File: src/rtl/tri_raster_scheduler.sv
// Triangle raster scheduler: clips the bounding box, walks it row-major through the coverage tester
// and streams covered pixels downstream. Optional macro TRI_RASTER_COUNT_EN adds cov_count_out.
module tri_raster_scheduler #(
    parameter int SCREEN_W = 320,
    parameter int SCREEN_H = 240
) (
    input  logic        clk_in,
    input  logic        rst_in,
    input  logic        tri_valid_in,
    output logic        tri_ready_out,
    input  logic [8:0]  v1_in [2:0],
    input  logic [8:0]  v2_in [2:0],
    input  logic [8:0]  v3_in [2:0],
    output logic [8:0]  test_v1_out [2:0],
    output logic [8:0]  test_v2_out [2:0],
    output logic [8:0]  test_v3_out [2:0],
    output logic [8:0]  test_x_out,
    output logic [8:0]  test_y_out,
    output logic        test_valid_out,
    input  logic        test_in_tri_in,
    input  logic        test_valid_in,
    output logic [8:0]  px_x_out,
    output logic [8:0]  px_y_out,
    output logic        px_valid_out,
    input  logic        px_ready_in,
    output logic        busy_out,
    output logic        done_out
`ifdef TRI_RASTER_COUNT_EN
    ,
    output logic [17:0] cov_count_out
`endif
);

    localparam logic [8:0] X_LIM = 9'(SCREEN_W - 1);
    localparam logic [8:0] Y_LIM = 9'(SCREEN_H - 1);

    typedef enum logic [2:0] {
        S_IDLE  = 3'd0,
        S_BBOX  = 3'd1,
        S_ISSUE = 3'd2,
        S_WAIT  = 3'd3,
        S_EMIT  = 3'd4,
        S_DONE  = 3'd5
    } state_t;

    state_t     state_r, state_nx, adv_state_s;
    logic [8:0] v1_r [2:0];
    logic [8:0] v2_r [2:0];
    logic [8:0] v3_r [2:0];
    logic [8:0] xmin_r, xmax_r, ymin_r, ymax_r;
    logic [8:0] xmin_s, xmax_s, ymin_s, ymax_s, xmax_raw_s, ymax_raw_s;
    logic [8:0] cur_x_r, cur_y_r, cur_x_nx, cur_y_nx, adv_x_s, adv_y_s;
    logic [8:0] px_x_r, px_y_r;
    logic       tri_ready_r, busy_r, test_valid_r, px_valid_r, done_r;
    logic       accept_s, hit_s;

    function automatic logic [8:0] min3(input logic [8:0] a, input logic [8:0] b, input logic [8:0] c);
        logic [8:0] m;
        m = (a < b) ? a : b;
        return (m < c) ? m : c;
    endfunction

    function automatic logic [8:0] max3(input logic [8:0] a, input logic [8:0] b, input logic [8:0] c);
        logic [8:0] m;
        m = (a > b) ? a : b;
        return (m > c) ? m : c;
    endfunction

    assign accept_s = tri_valid_in && tri_ready_r;
    assign hit_s    = (state_r == S_WAIT) && test_valid_in && test_in_tri_in;

    // Bounding box of the latched vertices; only the upper bound is clipped, the lower bound decides off-screen
    always_comb begin
        xmin_s     = min3(v1_r[2], v2_r[2], v3_r[2]);
        ymin_s     = min3(v1_r[1], v2_r[1], v3_r[1]);
        xmax_raw_s = max3(v1_r[2], v2_r[2], v3_r[2]);
        ymax_raw_s = max3(v1_r[1], v2_r[1], v3_r[1]);
        xmax_s     = (xmax_raw_s > X_LIM) ? X_LIM : xmax_raw_s;
        ymax_s     = (ymax_raw_s > Y_LIM) ? Y_LIM : ymax_raw_s;
    end

    // Advance to the next pixel; compare before incrementing so 9-bit counters never wrap
    always_comb begin
        adv_state_s = S_DONE;
        adv_x_s     = cur_x_r;
        adv_y_s     = cur_y_r;
        if (cur_x_r < xmax_r) begin
            adv_state_s = S_ISSUE;
            adv_x_s     = cur_x_r + 9'd1;
        end else if (cur_y_r < ymax_r) begin
            adv_state_s = S_ISSUE;
            adv_x_s     = xmin_r;
            adv_y_s     = cur_y_r + 9'd1;
        end else begin
            adv_state_s = S_DONE;
        end
    end

    // Next-state and cursor logic
    always_comb begin
        state_nx = state_r;
        cur_x_nx = cur_x_r;
        cur_y_nx = cur_y_r;
        case (state_r)
            S_IDLE: begin
                if (accept_s) state_nx = S_BBOX;
                else          state_nx = S_IDLE;
            end
            S_BBOX: begin
                if ((xmin_s > X_LIM) || (ymin_s > Y_LIM)) begin
                    state_nx = S_DONE;
                end else begin
                    state_nx = S_ISSUE;
                    cur_x_nx = xmin_s;
                    cur_y_nx = ymin_s;
                end
            end
            S_ISSUE: state_nx = S_WAIT;
            S_WAIT: begin
                if (test_valid_in && test_in_tri_in) begin
                    state_nx = S_EMIT;
                end else if (test_valid_in) begin
                    state_nx = adv_state_s;
                    cur_x_nx = adv_x_s;
                    cur_y_nx = adv_y_s;
                end else begin
                    state_nx = S_WAIT;
                end
            end
            S_EMIT: begin
                if (px_ready_in) begin
                    state_nx = adv_state_s;
                    cur_x_nx = adv_x_s;
                    cur_y_nx = adv_y_s;
                end else begin
                    state_nx = S_EMIT;
                end
            end
            S_DONE:  state_nx = S_IDLE;
            default: state_nx = S_IDLE;
        endcase
    end

    // State register
    always_ff @(posedge clk_in or posedge rst_in) begin
        if (rst_in) state_r <= S_IDLE;
        else        state_r <= state_nx;
    end

    // Control outputs are registered from the next state so they line up with the state they describe
    always_ff @(posedge clk_in or posedge rst_in) begin
        if (rst_in) begin
            tri_ready_r  <= 1'b1;
            busy_r       <= 1'b0;
            test_valid_r <= 1'b0;
            px_valid_r   <= 1'b0;
            done_r       <= 1'b0;
        end else begin
            tri_ready_r  <= (state_nx == S_IDLE);
            busy_r       <= (state_nx != S_IDLE);
            test_valid_r <= (state_nx == S_ISSUE);
            px_valid_r   <= (state_nx == S_EMIT);
            done_r       <= (state_nx == S_DONE);
        end
    end

    // Vertex latch, box bounds, cursor and covered-pixel data
    always_ff @(posedge clk_in or posedge rst_in) begin
        if (rst_in) begin
            v1_r    <= '{9'd0, 9'd0, 9'd0};
            v2_r    <= '{9'd0, 9'd0, 9'd0};
            v3_r    <= '{9'd0, 9'd0, 9'd0};
            xmin_r  <= 9'd0;
            xmax_r  <= 9'd0;
            ymin_r  <= 9'd0;
            ymax_r  <= 9'd0;
            cur_x_r <= 9'd0;
            cur_y_r <= 9'd0;
            px_x_r  <= 9'd0;
            px_y_r  <= 9'd0;
        end else begin
            if (accept_s) begin
                v1_r <= v1_in;
                v2_r <= v2_in;
                v3_r <= v3_in;
            end
            if (state_r == S_BBOX) begin
                xmin_r <= xmin_s;
                xmax_r <= xmax_s;
                ymin_r <= ymin_s;
                ymax_r <= ymax_s;
            end
            cur_x_r <= cur_x_nx;
            cur_y_r <= cur_y_nx;
            if (hit_s) begin
                px_x_r <= cur_x_r;
                px_y_r <= cur_y_r;
            end
        end
    end

`ifdef TRI_RASTER_COUNT_EN
    logic [17:0] cov_count_r;

    // Covered-pixel count for the current triangle, held after DONE until the next accept
    always_ff @(posedge clk_in or posedge rst_in) begin
        if (rst_in) begin
            cov_count_r <= 18'd0;
        end else if (accept_s) begin
            cov_count_r <= 18'd0;
        end else if ((state_r == S_EMIT) && px_ready_in) begin
            cov_count_r <= cov_count_r + 18'd1;
        end
    end

    assign cov_count_out = cov_count_r;
`endif

    assign tri_ready_out  = tri_ready_r;
    assign busy_out       = busy_r;
    assign test_valid_out = test_valid_r;
    assign px_valid_out   = px_valid_r;
    assign done_out       = done_r;
    assign test_x_out     = cur_x_r;
    assign test_y_out     = cur_y_r;
    assign px_x_out       = px_x_r;
    assign px_y_out       = px_y_r;
    assign test_v1_out    = v1_r;
    assign test_v2_out    = v2_r;
    assign test_v3_out    = v3_r;

endmodule

File: config.mk
export PLATFORM = sky130hd
export DESIGN_NAME = tri_raster_scheduler
export DESIGN_NICKNAME = d
export VERILOG_FILES = /design/src/rtl/tri_raster_scheduler.sv
export SDC_FILE = /design/constraint.sdc
export NUM_CORES = 1
export LEC_CHECK = 0
export CAP_MARGIN = 5
export CORE_MARGIN = 2
export CORE_UTILIZATION = 50
export CTS_CLUSTER_SIZE = 12
export DETAILED_ROUTE_END_ITERATION = 10
export PLACE_DENSITY = 0.8
export SYNTH_ARGS = -nofsm -noshare
export SYNTH_HDL_FRONTEND = slang
export SYNTH_SLANG_ARGS = --single-unit
File: constraint.sdc
create_clock -name clk_in -period 5.8 [get_ports clk_in]
set_input_delay 0.87 -clock clk_in [delete_from_list [all_inputs] [get_ports clk_in]]
set_output_delay 0.87 -clock clk_in [all_outputs]
set_load 0.005 [all_outputs]
==> results.toml, run 1 <==
[status]
status = "finished, final reports clean"

[clock_tree]
numCtsBuffers = 17
cts_resized = 0
clkLatencyLatePin_ns = 0.44
cts_max_level = 4
root_buffer = "clkbuf_16"
cts_sinks = 152
clkTransAtPathRegs_ns = 0.06
clockBufferDepth = 2
cts_setup_buffers = 0
tritoncts = "yes"
postCtsHoldBufs = 0

[global_route]
grt_max_degree = 82
grt_usage = 0.254
antenna_found_initial = 0
gr-total-overflow = 0
grt_pass1_vias = 7357
grt_first_pass_wirelength_um = 37300

[placement]
gp_congestion = 0.920
io_buffers = 208
dp_hpwl_um = 16800
post-place-ws_ns = 0.675

[layout]
area_growth_pct = 32.5
layout-drive-gt1-share = 0.163
fillers = 1315
multiInputGateArea_um2 = 4790
final_nets = 1208
regArea_um2 = 3800
diodes = 0

[setup_path]
required_ns = 6.07
endpoint_kind = "flip-flop"
critPathKind = "reg -> reg"
start_kind = "flip-flop"
critical_path_arrival_ns = 5.49
crit_fanout = 21

[floorplanning]
fp.coreArea_um2 = 17400
die_area_um2 = 19000
rows = 48
io_pins = 209
dieHeight_um = 138
start_util = 0.513
fp.dieW_um = 138

[timing]
final.period_utilization = 0.900
tns_ns = 0
hold_ws_ns = 0.479
finalHoldViolCount = 0
period_minus_slack_ns = 5.22
setup_viol = 0
skew_ns = 0.00849
report.final.slew_viol_count = 0
tightest_slew_ns = 1.14
relSlewSlack = 0.243
layout_setup_ws_ns = 0.582
rsz0062_at_grt = "no"
max_freq_ghz = 0.192

[yosys]
ys_ff_latch = 152
yosys.cell_types.count = 65
async_flop_share = 1.00
syn_area_per_cell_um2 = 10.5
yosys_most_used_dff = "dfrtp_1"
ys_warn_count = 0
synth_area_um2 = 8940
ys_seq_area_frac = 0.426
syn-num-nets = 1006
synth_edf_count = 0
netlist_instances = 849

[routing]
via_count = 7359
wl_per_cell_um = 17.8
postRouteAntennaNets = 0
drtPass1Iterations = 5
viasPerCell = 5.71
drc = 0
drt_iter0_markers = 452
drt_wl_total_um = 22900

[run]
maxCapViolations = 0

[worst_hold_path]
hp-class = "reg -> reg"
## path summary, 6_finish.rpt
kind                                                  start                          end  slack [ns]  cells after the start
worst max-delay path            test_v2_out[25]$_DFFE_PP0P_        xmax_r[3]$_DFFE_PP0N_        0.58                     16
worst min-delay path                px_y_out[0]$_DFFE_PP0P_      px_y_out[0]$_DFFE_PP0P_        0.48                      2
worst max register to register  test_v2_out[25]$_DFFE_PP0P_        xmax_r[3]$_DFFE_PP0N_        0.58                     16
worst min register to register      px_y_out[0]$_DFFE_PP0P_      px_y_out[0]$_DFFE_PP0P_        0.48                      2
max in group asynchronous                            rst_in  test_v2_out[21]$_DFFE_PP0P_        3.95                      3
min in group asynchronous                            rst_in   test_v3_out[8]$_DFFE_PP0P_        0.80                      2
## final cells by class
| class | count | area share |
|---|---|---|
| flip-flops and latches | 152 | 0.321 |
| clock buffers | 20 | 0.0377 |
| clock inverters | 11 | 0.0127 |
| repair buffers | 216 | 0.181 |
| well taps | 225 | 0.0238 |
| multi-input cells | 604 | 0.404 |
| inverters | 60 | 0.0194 |
## metrics by stage
step | instances | util | cell area, µm²
6_report | 1288 | 0.680 | 11800
5_1_grt | 1288 | 0.680 | 11800
4_1_cts | 1288 | 0.680 | 11800
3_5_place_dp | 1257 | 0.646 | 11200
3_3_place_gp | 1257 | 0.646 | 11200
2_1_floorplan | 849 | - | 8940
## synthesized netlist by cell type (all sizes together), types with 3 or more instances
cell | n | area share
mux2i | 15 | 0.017
a41oi | 3 | 0.0029
a2111oi | 4 | 0.0067
a2bb2oi | 16 | 0.016
clkbuf | 26 | 0.011
a211oi | 8 | 0.0067
xor2 | 6 | 0.0059
nor3 | 13 | 0.0073
inv | 60 | 0.025
nand4 | 11 | 0.0077
nand2b | 5 | 0.0035
ha | 70 | 0.098
and3 | 10 | 0.0070
o32a | 4 | 0.0045
o21ai | 55 | 0.031
and2 | 10 | 0.0070
a21oi | 62 | 0.037
o22ai | 9 | 0.0063
a22oi | 4 | 0.0034
o21a | 8 | 0.0067
nand3 | 11 | 0.0062
a21o | 14 | 0.012
buf | 7 | 0.0050
nor2 | 28 | 0.012
nand2 | 66 | 0.028
a22o | 7 | 0.0069
mux2 | 119 | 0.15
o211ai | 10 | 0.0084
dfrtp | 151 | 0.42
## worst max-delay path: stages, from the launching register on
cell	delay (ns)
dfrtp_1	0.43
inv_1	0.08
ha_1	0.29
nand4_1	0.15
nor3_1	0.33
a2111oi_4	0.09
buf_4	0.22
a21oi_1	0.71
mux2_2	0.44
ha_1	0.30
a21o_1	0.18
a21oi_1	0.17
nor3b_1	0.34
a21oi_1	0.27
and3_1	0.27
o41ai_2	0.59
o211ai_1	0.18
## state kept, by name (all words and copies together) (netlist names)
name	flops
state_r	3
ymax_r	9
tri_ready_out	1
test_v1_out	27
test_v3_out	27
test_valid_out	1
test_y_out	9
px_valid_out	1
px_y_out	9
test_v2_out	27
done_out	1
xmin_r	9
px_x_out	9
xmax_r	9
test_x_out	9
busy_out	1
## logic make-up after synthesis
logic type	Yosys count	share of synthesized area
adders and majority gates	70	0.0980
AOI/OAI and AO/OA	228	0.175
DFF	152	0.426
xor gates and xnor gates	7	0.00686
buffers and inverters	93	0.0411
and+or+nand+nor	165	0.0866
muxes	134	0.167
## placed cells by master (no fill, tap or decap), drive strengths merged, types with 13 or more instances in the layout
cell type      synthesis  final
nor2                  28     28
ha                    70     70
a21o                  14     14
a2bb2oi               16     16
inv                   60     60
a21oi                 62     62
nor3                  13     13
mux2                 119    119
clkbuf                26     20
nand2                 66     66
dfrtp                151    151
mux2i                 15     15
clkdlybuf4s50          0    208
o21ai                 55     55
## per-layer routing
metal  GRT usage  wire, µm
met4      0.0839       391
met1       0.342     10400
met5           0         0
met2       0.395     10500
met3      0.0717      1620
Power of run 1 is not shown: default switching activity piles up to over one toggle a cycle in this logic, so the estimate is an artifact.
==> run 2: changes to the inputs <==
- CTS_CLUSTER_DIAMETER: default -> 60
==> results of run 2 <==
The final DEF is identical to that of run 1; final timing and power are the same.
Power of run 2 is left out for the same reason.
==> run 3: changes to the inputs <==
- CAP_MARGIN: 5 -> default
- GPL_TIMING_DRIVEN: default -> 0
- SKIP_CTS_REPAIR_TIMING: default -> 1
==> run 3 against run 2 <==
Register-to-register slack got worse by 0.13 ns; clock skew is essentially flat; worst setup slack worse by 0.13 ns; worst hold slack better by 0.0033 ns; clock-buffer cell count grew 1; largest cell class unchanged; first-iteration DRC count fell by 19%; non-clock buffer count grew 26; sequential cell count is the same; cell count is 2.0% higher.
==> results.toml, run 3 (synthesized netlist as in run 1, its figures left out) <==
[status]
status = "finished, final reports clean"

[routing]
drtPass1Iterations = 5
viasPerCell = 5.76
drt_iter0_markers = 367
drt_wl_total_um = 24400
drc = 0
via_count = 7567
postRouteAntennaNets = 0
dr_wl_met2_um = 11400
wl_met3_um = 1830
wl_per_cell_um = 18.6
top_layer = "met4"
wl_met1_um = 10800

[timing]
hold_ws_ns = 0.482
finalHoldViolCount = 0
relSlewSlack = 0.383
tightest_slew_ns = 0.925
period_minus_slack_ns = 5.35
skew_ns = 0.00849
report.final.slew_viol_count = 0
final.period_utilization = 0.922
max_freq_ghz = 0.187
layout_setup_ws_ns = 0.454
setup_viol = 0
rsz0062_at_grt = "no"

[setup_path]
required_ns = 6.11
critPathKind = "reg -> reg"
crit_fanout = 10
start_kind = "flip-flop"
endpoint_kind = "flip-flop"
critical_path_arrival_ns = 5.66

[floorplanning]
dieHeight_um = 138
rows = 48
fp.coreArea_um2 = 17400
io_pins = 209
fp.dieW_um = 138
start_util = 0.513
die_area_um2 = 19000

[placement]
place_area_um2 = 11300
io_buffers = 208
dp_hpwl_um = 18200
post-place-ws_ns = 0.299
gp_congestion = 0.901

[clock_tree]
numCtsBuffers = 17
clockBufferDepth = 2
cts_sinks = 152
tritoncts = "yes"
root_buffer = "clkbuf_16"
clkLatencyLatePin_ns = 0.44
clkTransAtPathRegs_ns = 0.06
cts_max_level = 4

[worst_hold_path]
hp-class = "reg -> reg"

[layout]
final_nets = 1234
layout_commonest_cell = "clkdlybuf4s50_1"
stdcell_area_um2 = 12000
layout_common_cells = "208 x clkdlybuf4s50_1, 151 x dfrtp_1, 118 x mux2_2, 70 x ha_1, 66 x nand2_1"
layout-drive-gt1-share = 0.157
diodes = 0
area_growth_pct = 33.9

[global_route]
grt_usage = 0.269
gr-total-overflow = 0
grt_max_degree = 99
grt_pass1_vias = 7673
grt_first_pass_wirelength_um = 39500
antenna_found_initial = 0

[run]
maxCapViolations = 0
-- run 3: metrics by stage --
step | cells | utilization | TNS [ns]
after floorplan | 849 | - | 0
after global placement | 1282 | 0.649 | -190.06
after detailed placement | 1283 | 0.651 | 0
after CTS | 1314 | 0.686 | 0
after global routing | 1314 | 0.687 | 0
final | 1314 | 0.687 | 0
-- run 3: path summary, 6_finish.rpt --
| kind | depth (start not counted) | endpoint | slack [ns] | startpoint |
|---|---|---|---|---|
| max in group asynchronous | 3 | tri_ready_out$_DFF_PP1_ | 4.08 | rst_in |
| setup reg to reg | 18 | test_y_out[2]$_DFFE_PP0P_ | 0.45 | test_v2_out[13]$_DFFE_PP0P_ |
| hold / removal | 2 | xmin_r[1]$_DFFE_PP0N_ | 0.48 | xmin_r[1]$_DFFE_PP0N_ |
| setup / recovery | 18 | test_y_out[2]$_DFFE_PP0P_ | 0.45 | test_v2_out[13]$_DFFE_PP0P_ |
| hold reg to reg | 2 | xmin_r[1]$_DFFE_PP0N_ | 0.48 | xmin_r[1]$_DFFE_PP0N_ |
| min in group asynchronous | 2 | test_v3_out[8]$_DFFE_PP0P_ | 0.85 | rst_in |
-- run 3: worst max-delay path, stage by stage (launching register included) --
cell	delay, ns
dfrtp_1	0.46
inv_1	0.07
ha_1	0.31
a21oi_1	0.16
o21ai_1	0.12
a2111oi_4	0.62
clkbuf_1	0.45
mux2_2	0.42
ha_1	0.30
nand2_1	0.07
or4_1	0.58
a21oi_1	0.20
mux2_4	0.25
o21ai_2	0.08
a221o_1	0.40
buf_6	0.16
a21boi_4	0.27
buf_6	0.20
a2bb2oi_1	0.08
-- run 3: per-layer routing --
layer	vias up	track usage
met5	-	0
met4	0	0.0907
met3	31	0.0769
met2	267	0.433
met1	3681	0.351
li1	3588	-
-- run 3: cell type report --
class | instances | area, µm²
Clock inverter | 10 | 169
Multi-Input combinational cell | 604 | 4780
Buffer | 33 | 143
Sequential cell | 152 | 3800
Fill cell | 1376 | 5450
Clock buffer | 21 | 450
Timing Repair Buffer | 209 | 2110
Tap cell | 225 | 282
Inverter | 60 | 230
Power of run 3 is left out for the same reason.
